## src/rtl/execution_pipe.sv

```systemverilog
// RISC-V execute stage: combinational ALU, branch/jump resolution and a valid/ready output register.
// Define EXEC_MDU_EN to add the iterative multiply/divide unit and its FSM.
`ifndef EXEC_OP_DEFS
`define EXEC_OP_DEFS
`define ADD    6'd0
`define SUB    6'd1
`define SLL    6'd2
`define SLT    6'd3
`define SLTU   6'd4
`define XOR    6'd5
`define SRL    6'd6
`define SRA    6'd7
`define OR     6'd8
`define AND    6'd9
`define LUI    6'd10
`define JAL    6'd16
`define JALR   6'd17
`define MUL    6'd24
`define MULH   6'd25
`define MULHSU 6'd26
`define MULHU  6'd27
`define DIV    6'd28
`define DIVU   6'd29
`define REM    6'd30
`define REMU   6'd31
`endif

module execution_pipe #(
    parameter int XLEN   = 32,
    parameter int CTRL_W = 6
) (
    input  logic              clk,
    input  logic              rst_n,
    input  logic              flush,
    input  logic              in_valid,
    output logic              in_ready,
    input  logic [CTRL_W-1:0] ALU_Control,
    input  logic              branch_op,
    input  logic [2:0]        branch_funct3,
    input  logic [XLEN-1:0]   operand_A,
    input  logic [XLEN-1:0]   operand_B,
    input  logic [XLEN-1:0]   Rdata1,
    input  logic [XLEN-1:0]   Rdata2,
    input  logic [XLEN-1:0]   imm32,
    input  logic [XLEN-1:0]   PC,
    input  logic [4:0]        Rd,
    output logic              out_valid,
    input  logic              out_ready,
    output logic [XLEN-1:0]   ALU_result,
    output logic [XLEN-1:0]   Rdata2_out,
    output logic [4:0]        Rd_out,
    output logic              jump_flag,
    output logic [XLEN-1:0]   jump_target_PC,
    output logic              busy
);
    localparam int SH_W = $clog2(XLEN);
    localparam logic [XLEN-1:0] LINK_OFS = XLEN'(4);
    localparam logic [1:0] S_IDLE = 2'd0;

    logic [1:0]      state;
    logic            out_free, accept, alu_load, is_mdu;
    logic [XLEN-1:0] alu_res, jump_tgt, br_sum, jalr_sum;
    logic            jump_tk;
    logic            mdu_load;
    logic [XLEN-1:0] mdu_val, mdu_rdata2;
    logic [4:0]      mdu_rd;

    assign out_free = !out_valid || out_ready;
    assign in_ready = !flush && (state == S_IDLE) && out_free;
    assign accept   = in_valid && in_ready;
    assign alu_load = accept && !is_mdu;
    assign busy     = state != S_IDLE;

    // JAL/JALR produce the link address; codes not listed (including MDU codes) yield 0
    always_comb begin
        alu_res = '0;
        case (ALU_Control)
            `ADD:        alu_res = operand_A + operand_B;
            `SUB:        alu_res = operand_A - operand_B;
            `SLL:        alu_res = operand_A << operand_B[SH_W-1:0];
            `SLT:        alu_res = {{(XLEN-1){1'b0}}, $signed(operand_A) < $signed(operand_B)};
            `SLTU:       alu_res = {{(XLEN-1){1'b0}}, operand_A < operand_B};
            `XOR:        alu_res = operand_A ^ operand_B;
            `SRL:        alu_res = operand_A >> operand_B[SH_W-1:0];
            `SRA:        alu_res = $unsigned($signed(operand_A) >>> operand_B[SH_W-1:0]);
            `OR:         alu_res = operand_A | operand_B;
            `AND:        alu_res = operand_A & operand_B;
            `LUI:        alu_res = operand_B;
            `JAL, `JALR: alu_res = PC + LINK_OFS;
            default:     alu_res = '0;
        endcase
    end

    assign br_sum   = PC + imm32;
    assign jalr_sum = Rdata1 + imm32;

    always_comb begin
        jump_tk  = 1'b0;
        jump_tgt = '0;
        if (ALU_Control == `JAL) begin
            jump_tk  = 1'b1;
            jump_tgt = br_sum;
        end else if (ALU_Control == `JALR) begin
            jump_tk  = 1'b1;
            jump_tgt = {jalr_sum[XLEN-1:1], 1'b0};
        end else if (branch_op) begin
            jump_tgt = br_sum;
            case (branch_funct3)
                3'b000:  jump_tk = Rdata1 == Rdata2;
                3'b001:  jump_tk = Rdata1 != Rdata2;
                3'b100:  jump_tk = $signed(Rdata1) < $signed(Rdata2);
                3'b101:  jump_tk = $signed(Rdata1) >= $signed(Rdata2);
                3'b110:  jump_tk = Rdata1 < Rdata2;
                3'b111:  jump_tk = Rdata1 >= Rdata2;
                default: jump_tk = 1'b0;
            endcase
        end
    end

`ifdef EXEC_MDU_EN
    localparam logic [1:0] S_MUL = 2'd1, S_DIV = 2'd2, S_DONE = 2'd3;

    logic              is_mul, is_div, rem_op, div_sgn, div_zero, div_ovf, a_neg, b_neg;
    logic [XLEN-1:0]   a_mag, b_mag;
    logic              mul_hi, mul_a_sgn, mul_b_sgn, want_rem, q_neg, r_neg;
    logic [XLEN-1:0]   mul_a, mul_b, dq, dr, db, mdu_res, rd2_l;
    logic [4:0]        rd_l;
    logic [SH_W-1:0]   cnt;
    logic [2*XLEN-1:0] mul_ax, mul_bx, prod;
    logic [XLEN-1:0]   mul_res, nxt_q, nxt_r, q_fix, r_fix;
    logic [XLEN:0]     shifted, diff;

    assign is_mul   = ALU_Control inside {`MUL, `MULH, `MULHSU, `MULHU};
    assign is_div   = ALU_Control inside {`DIV, `DIVU, `REM, `REMU};
    assign is_mdu   = is_mul || is_div;
    assign rem_op   = (ALU_Control == `REM) || (ALU_Control == `REMU);
    assign div_sgn  = (ALU_Control == `DIV) || (ALU_Control == `REM);
    assign a_neg    = div_sgn && operand_A[XLEN-1];
    assign b_neg    = div_sgn && operand_B[XLEN-1];
    assign a_mag    = a_neg ? -operand_A : operand_A;
    assign b_mag    = b_neg ? -operand_B : operand_B;
    assign div_zero = operand_B == '0;
    assign div_ovf  = div_sgn && (operand_A == {1'b1, {(XLEN-1){1'b0}}}) && (operand_B == '1);

    // extending to 2*XLEN makes the modular product equal the exact signed/unsigned one
    assign mul_ax  = {{XLEN{mul_a_sgn && mul_a[XLEN-1]}}, mul_a};
    assign mul_bx  = {{XLEN{mul_b_sgn && mul_b[XLEN-1]}}, mul_b};
    assign prod    = mul_ax * mul_bx;
    assign mul_res = mul_hi ? prod[2*XLEN-1:XLEN] : prod[XLEN-1:0];

    // one restoring step: dividend bits shift out of dq into dr, quotient bits shift into dq
    assign shifted = {dr, dq[XLEN-1]};
    assign diff    = shifted - {1'b0, db};
    assign nxt_r   = diff[XLEN] ? shifted[XLEN-1:0] : diff[XLEN-1:0];
    assign nxt_q   = {dq[XLEN-2:0], !diff[XLEN]};
    assign q_fix   = q_neg ? -nxt_q : nxt_q;
    assign r_fix   = r_neg ? -nxt_r : nxt_r;

    // a finished multiply goes straight to the output register when it is free
    assign mdu_load   = ((state == S_MUL) || (state == S_DONE)) && out_free;
    assign mdu_val    = (state == S_MUL) ? mul_res : mdu_res;
    assign mdu_rdata2 = rd2_l;
    assign mdu_rd     = rd_l;

    always_ff @(posedge clk or negedge rst_n) begin
        if (!rst_n) begin
            state     <= S_IDLE;
            mul_a     <= '0;
            mul_b     <= '0;
            mul_hi    <= 1'b0;
            mul_a_sgn <= 1'b0;
            mul_b_sgn <= 1'b0;
            want_rem  <= 1'b0;
            q_neg     <= 1'b0;
            r_neg     <= 1'b0;
            dq        <= '0;
            dr        <= '0;
            db        <= '0;
            cnt       <= '0;
            mdu_res   <= '0;
            rd2_l     <= '0;
            rd_l      <= '0;
        end else if (flush) begin
            state <= S_IDLE;
        end else begin
            case (state)
                S_IDLE: if (accept && is_mdu) begin
                    rd_l     <= Rd;
                    rd2_l    <= Rdata2;
                    want_rem <= rem_op;
                    if (is_mul) begin
                        state     <= S_MUL;
                        mul_a     <= operand_A;
                        mul_b     <= operand_B;
                        mul_hi    <= ALU_Control != `MUL;
                        mul_a_sgn <= (ALU_Control == `MULH) || (ALU_Control == `MULHSU);
                        mul_b_sgn <= ALU_Control == `MULH;
                    end else if (div_zero) begin
                        state   <= S_DONE;
                        mdu_res <= rem_op ? operand_A : '1;
                    end else if (div_ovf) begin
                        state   <= S_DONE;
                        mdu_res <= rem_op ? '0 : operand_A;
                    end else begin
                        state <= S_DIV;
                        dq    <= a_mag;
                        dr    <= '0;
                        db    <= b_mag;
                        cnt   <= '0;
                        q_neg <= a_neg ^ b_neg;
                        r_neg <= a_neg;
                    end
                end
                S_MUL: begin
                    state   <= out_free ? S_IDLE : S_DONE;
                    mdu_res <= mul_res;
                end
                S_DIV: begin
                    dq  <= nxt_q;
                    dr  <= nxt_r;
                    cnt <= cnt + 1'b1;
                    if (cnt == SH_W'(XLEN - 1)) begin
                        state   <= S_DONE;
                        mdu_res <= want_rem ? r_fix : q_fix;
                    end
                end
                default: if (out_free) state <= S_IDLE;
            endcase
        end
    end
`else
    assign state      = S_IDLE;
    assign is_mdu     = 1'b0;
    assign mdu_load   = 1'b0;
    assign mdu_val    = '0;
    assign mdu_rdata2 = '0;
    assign mdu_rd     = '0;
`endif

    always_ff @(posedge clk or negedge rst_n) begin
        if (!rst_n) begin
            out_valid      <= 1'b0;
            ALU_result     <= '0;
            Rdata2_out     <= '0;
            Rd_out         <= '0;
            jump_flag      <= 1'b0;
            jump_target_PC <= '0;
        end else if (flush) begin
            out_valid <= 1'b0;
        end else if (alu_load) begin
            out_valid      <= 1'b1;
            ALU_result     <= alu_res;
            Rdata2_out     <= Rdata2;
            Rd_out         <= Rd;
            jump_flag      <= jump_tk;
            jump_target_PC <= jump_tgt;
        end else if (mdu_load) begin
            out_valid      <= 1'b1;
            ALU_result     <= mdu_val;
            Rdata2_out     <= mdu_rdata2;
            Rd_out         <= mdu_rd;
            jump_flag      <= 1'b0;
            jump_target_PC <= '0;
        end else if (out_ready) begin
            out_valid <= 1'b0;
        end
    end
endmodule

```

## config.mk

```make
export PLATFORM = sky130hd
export DESIGN_NAME = execution_pipe
export DESIGN_NICKNAME = d
export VERILOG_FILES = /design/src/rtl/execution_pipe.sv
export SDC_FILE = /design/constraint.sdc
export NUM_CORES = 1
export LEC_CHECK = 0
export CAP_MARGIN = 30
export CORE_MARGIN = 3
export CORE_UTILIZATION = 25
export CTS_CLUSTER_DIAMETER = 120
export CTS_CLUSTER_SIZE = 14
export DETAILED_ROUTE_END_ITERATION = 10
export PLACE_DENSITY = 0.51
export SYNTH_ARGS = -nofsm -noshare
export SYNTH_HDL_FRONTEND = slang
export SYNTH_SLANG_ARGS = --single-unit
export TNS_END_PERCENT = 5
```

## constraint.sdc

```tcl
create_clock -name clk -period 3.63 [get_ports clk]
set_input_delay 0.726 -clock clk [delete_from_list [all_inputs] [get_ports clk]]
set_output_delay 0.726 -clock clk [all_outputs]
set_load 0.01 [all_outputs]
```

# Word level (Yosys, flattened, before mapping)
# Cells that the tools add are included.
# Widths: inputs -> output; s select.
[op_classes]
order_cmp = 6
n_shift = 3
addsub = 5
eq_ne = 19
reduce_logical = 10
mux = 11
n_bitwise = 4
[op_table]
columns = ["operator", "n"]
rows = [
  ["$pmux 32 s12", 1],
  ["$lt 32x32->1", 4],
  ["$add 32x32->32", 3],
  ["$mux 32", 3],
  ["$ge 32x32->1", 2],
  ["$add 32x3->32 const B", 1],
  ["$and 32x32->32", 1],
  ["$eq 32x32->1", 1],
  ["$ne 32x32->1", 1],
  ["$or 32x32->32", 1],
  ["$shl 32x5->32", 1],
  ["$shr 32x5->32", 1],
  ["$sshr 32x5->32", 1],
  ["$sub 32x32->32", 1],
  ["$xor 32x32->32", 1],
  ["$eq 6x3->1 const B", 4],
  ["$eq 6x4->1 const B", 3],
  ["$eq 3x3->1 const B", 4],
  ["$eq 6x2->1 const B", 2],
  ["$eq 6x5->1 const B", 2],
  ["$eq 6x1->1 const B", 1],
  ["$logic_not 6->1", 1],
  ["$mux 1", 6],
  ["$pmux 1 s6", 1],
  ["9 further kinds", 11],
]
[word_totals]
input_bits = 212
wordCells = 64
reg_bits = 103

# Logic depth before layout (Yosys ltp)
[depth]
word_depth = 6
mapped_depth = 16
mapped_depth_nobuf = 14

# Least setup slack after synthesis
# Ideal clock, no wire load.
[synth_timing]
path_type = "input -> register"
startpoint = "in operand_B[2]"
endpoint = "reg ALU_result[26]"
setup_time_ps = 121
stages = 16
path_buffers = 4
arrival_time_ps = 3849
t_required_ps = 3509
path_slack_ps = -340
cell_sequence = "inv_1 buf_2 buf_2 buf_1 ha_1 buf_2 nand2b_1 a21oi_1 nor2_1 o211ai_1 a21boi_1 a21oi_2 a21boi_1 o311a_1 a2111o_1 a22o_1"
[synth_via]
elab_chain_cells = 2
[synth_rtl]
columns = ["item", "line", "rtl"]
rows = [
  ["start: declaration", "41", "input logic [XLEN-1:0] operand_B,"],
  ["$sub 32x32->32 (tied with other cells)", "79", "`SUB: alu_res = operand_A - operand_B;"],
  ["$pmux 32 s12 *", "77", "case (ALU_Control)"],
  ["end signal: assignment", "252", "ALU_result <= alu_res;"],
  ["end signal: assignment", "259", "ALU_result <= mdu_val;"],
  ["end: declaration", "49", "output logic [XLEN-1:0] ALU_result,"],
]
# Mark *: on every way between the ends. The rest lies on a longest branch, timed or not.
# A chain may end at the register's enable or synchronous reset.

# Worst setup path after layout
[layout_timing]
startpoint = "in imm32[0]"
endpoint = "reg jump_target_PC[30]"
[layout_via]
elab_chain_cells = 4
[layout_rtl]
columns = ["item", "line", "rtl"]
rows = [
  ["start: declaration", "44", "input logic [XLEN-1:0] imm32,"],
  ["$add 32x32->32", "94", "assign br_sum = PC + imm32;"],
  ["$mux 32", "106", "end else if (branch_op) begin"],
  ["$mux 32", "103", "end else if (ALU_Control == `JALR) begin"],
  ["$mux 32 *", "100", "if (ALU_Control == `JAL) begin"],
  ["end signal: assignment", "256", "jump_target_PC <= jump_tgt;"],
  ["end: declaration", "53", "output logic [XLEN-1:0] jump_target_PC,"],
]
# Marked as above.

==> impl_metrics.yaml <==
placement:
  dpl.hpwl_mm: 86.0
  place_area_um2: 25800
  place.gp.congestion: 0.964
  io_buffer_count: 315
routing:
  drt-total-wl_mm: 104
  dr_total_vias: 22092
  drc_errors: 0
  firstDrtPassIters: 6
  drt_iter0_drc: 2043
  wire_per_inst_um: 25.7
  antenna_left: 0
  via_per_inst: 5.48
setup_path:
  ff2ff_path_depth: 9
  critPathKind: "in -> reg"
  crit_path_top_delay_cell: "clkdlybuf4s50_1"
  critical_path_peak_fanout: 3
  timing.rr.end: "ALU_result[20]$_DFFE_PN0P_"
  cp_cell_sequence: "clkdlybuf4s50_1 > nand2_1 > fa_1 > nor2b_1 > o31ai_1 > a21oi_2 > a211oi_2 > or3_4 > or3_1 > a21oi_1 > xor2_1 > a21oi_1 > a21oi_1"
  rrSetupSlack_ns: 0.83
  startpoint_type: "input port"
  worstPathArrival_ns: 3.92
  cp_common_cell: "a21oi_1"
  cp-end-kind: "flop"
  r2r_start: "out_valid$_DFFE_PN0P_"
  max_stage_delay_ns: 0.52
  crit_required_ns: 3.96
timing:
  finalSetupViolCount: 0
  slew_violations: 0
  fmax_ghz: 0.278
  hold_violations: 0
  clock_skew_ns: 0.0158
  fin_crit_ns: 3.59
  post-route-period-util: 0.990
  max_slew_margin: 0.455
  tightest_slew_ns: 0.811
  rsz0062_at_grt: "yes"
power_and_ir_drop:
  p_sw_w: 0.00282
  power_w: 0.00649
  ir_drop_mv: 0.183
  p_sw_frac: 0.433
  p_clk_frac: 0.169
  leakage_nw: 11.7
  p_int_w: 0.00368
  p_comb_frac: 0.612
  power.density_nw_per_um2: 248
  p_seq_frac: 0.219
global_route:
  grtUsageMet3: 0.0482
  grt_util_all_layers: 0.274
  overflow: 0
  gr-max-usage-layer: "met2"
  grt_pass1_wl_mm: 150
  grt_max_degree: 124
  antenna_found_initial: 6
  met2_usage: 0.454
  use_met1: 0.353
  first_global_vias: 21663
flow_run:
  maxCapViolCount: 0
cells_and_area:
  fin_nets: 3509
  drive_gt1_frac: 0.236
  layout_common_cells: "buf_4, clkdlybuf4s50_1, nor2_1"
  fin_area_um2: 26200
  mostFrequentLayoutCell: "buf_4"
  syn_to_final_growth_pct: 51.1
yosys:
  syn_area_per_cell_um2: 7.49
  synthArstFlopShare: 1.00
  syn_area_um2: 17400
  synth-edff-count: 0
  yosys_warnings: 0
  ys_seq_elements: 103
  synth_ff_type: "dfrtp_1"
  syn_nets: 2725
  synthesis.instances: 2318
  ys_types: 96
  yosysSeqAreaShare: 0.148
cts:
  tritoncts: "built"
  cts-buffers-inserted: 9
  insertion_delay_ns: 0.41
  clock_path_buffers: 2
  cts_root_buf: "clkbuf_16"
  cts_sinks: 103
  htreeDepth: 3
  clk_pin_slew_ns: 0.09
run_status:
  outcome: "finished clean"
die:
  dieArea_um2: 72600
  initial_core_util: 0.255
  die_w_um: 270
  io_pins: 317
  rows: 95
  die_h_um: 270
  core-area_um2: 68000
min_path:
  hold_path_class: "in -> async"
how the worst max path moves through the flow:
stage,startpoint,end,slack [ns],cells past startpoint
2_1_floorplan,operand_B[3],ALU_result[26]$_DFFE_PN0P_,0.007,13
3_3_place_gp,operand_A[0],ALU_result[14]$_DFFE_PN0P_,-0.51,15
3_5_place_dp,operand_A[0],ALU_result[14]$_DFFE_PN0P_,-0.57,15
4_1_cts,PC[2],jump_target_PC[25]$_DFFE_PN0P_,0.002,13
5_1_grt,imm32[0],jump_target_PC[30]$_DFFE_PN0P_,-0.10,13
6_report,imm32[0],jump_target_PC[30]$_DFFE_PN0P_,0.04,13
flip-flops by register name, indices dropped and copies added, names as in the netlist:
signal / cells
out_valid: 1
jump_target_PC: 32
Rdata2_out: 32
Rd_out: 5
ALU_result: 32
jump_flag: 1
cell families after synthesis:
logic type | count (synthesis) | synth area share
AO/OA/AOI/OAI | 796 | 0.303
AND/OR/NAND/NOR | 744 | 0.192
buffers and inverters | 275 | 0.0644
adder cells (fa/ha/maj) | 195 | 0.142
flip-flops | 103 | 0.148
XOR/XNOR | 102 | 0.0515
multiplexers | 102 | 0.0980
other | 1 | 0.000216
cell usage after synthesis, types with 23 or more instances:
library cell	number	area share
nor2_1	269	0.058
nand2_1	229	0.050
a21oi_1	219	0.063
ha_1	191	0.14
o21ai_0	168	0.048
inv_1	139	0.030
dfrtp_1	103	0.15
clkbuf_1	76	0.016
xnor2_1	71	0.036
mux4_2	54	0.070
nor3_1	53	0.015
a221oi_1	52	0.026
a21o_1	48	0.021
nand3_1	48	0.014
mux2i_1	44	0.025
a211oi_1	38	0.016
a31oi_1	32	0.012
xor2_1	31	0.016
buf_2	30	0.0086
o211ai_1	27	0.012
nand4_1	24	0.0086
and3_1	23	0.0083
power groups by stage:
stage / logic, W / registers (W) / clock network [W]
3_5_place_dp: 0.00387 / 0.00145 / 0
6_report: 0.00397 / 0.00142 / 0.00110
5_1_grt: 0.00424 / 0.00144 / 0.00116
4_1_cts: 0.00390 / 0.00142 / 0.00113
3_3_place_gp: 0.00387 / 0.00144 / 0
2_1_floorplan: 0.00168 / 0.00150 / 0
worst max-delay path: cells and delay by family:
kind	cells	cell delay (ns)
and+or+nand+nor	4	1.04
xor gates and xnor gates	1	0.17
buffers and inverters	1	0.52
adders and majority gates	1	0.41
AOI/OAI and AO/OA	6	1.06
layer usage:
layer  wire length [um]  up-vias
li1                   -    10130
met1              44000    10826
met2              48000      958
met3               7290      174
met4               4380        4
met5                 23        -
through the flow:
stage / setup WS, ns / util / std cells / setup TNS, ns / hold WS (ns)
floorplan: 0.00696 / - / 2318 / 0 / 0.430
global placement: -0.512 / 0.378 / 4011 / -10.52 / 0.458
detailed placement: -0.573 / 0.379 / 4012 / -12.15 / 0.462
CTS: 0.00177 / 0.383 / 4028 / 0 / 0.282
global route: -0.101 / 0.386 / 4030 / -0.496 / 0.298
finish: 0.0367 / 0.386 / 4031 / 0 / 0.279
layout make-up:
cell class                      count  area (um^2)
Multi-Input combinational cell   1940        13900
Inverter                          143          537
Clock buffer                       10          229
Sequential cell                   103         2580
Antenna cell                        3         7.51
Fill cell                        7191        41800
Clock inverter                      6         57.6
Tap cell                          921         1150
Timing Repair Buffer              905         7800
what timing repair did:
item / 4_1_cts / 5_1_grt
gates resized for setup: 5 / 29
hold buffers: 0 / 0
setup endpoints to repair: 6 / 25
pin swaps: 0 / 7
buffers inserted: 0 / 0
cloned: 0 / 0
(Power assumes the default switching activity.)
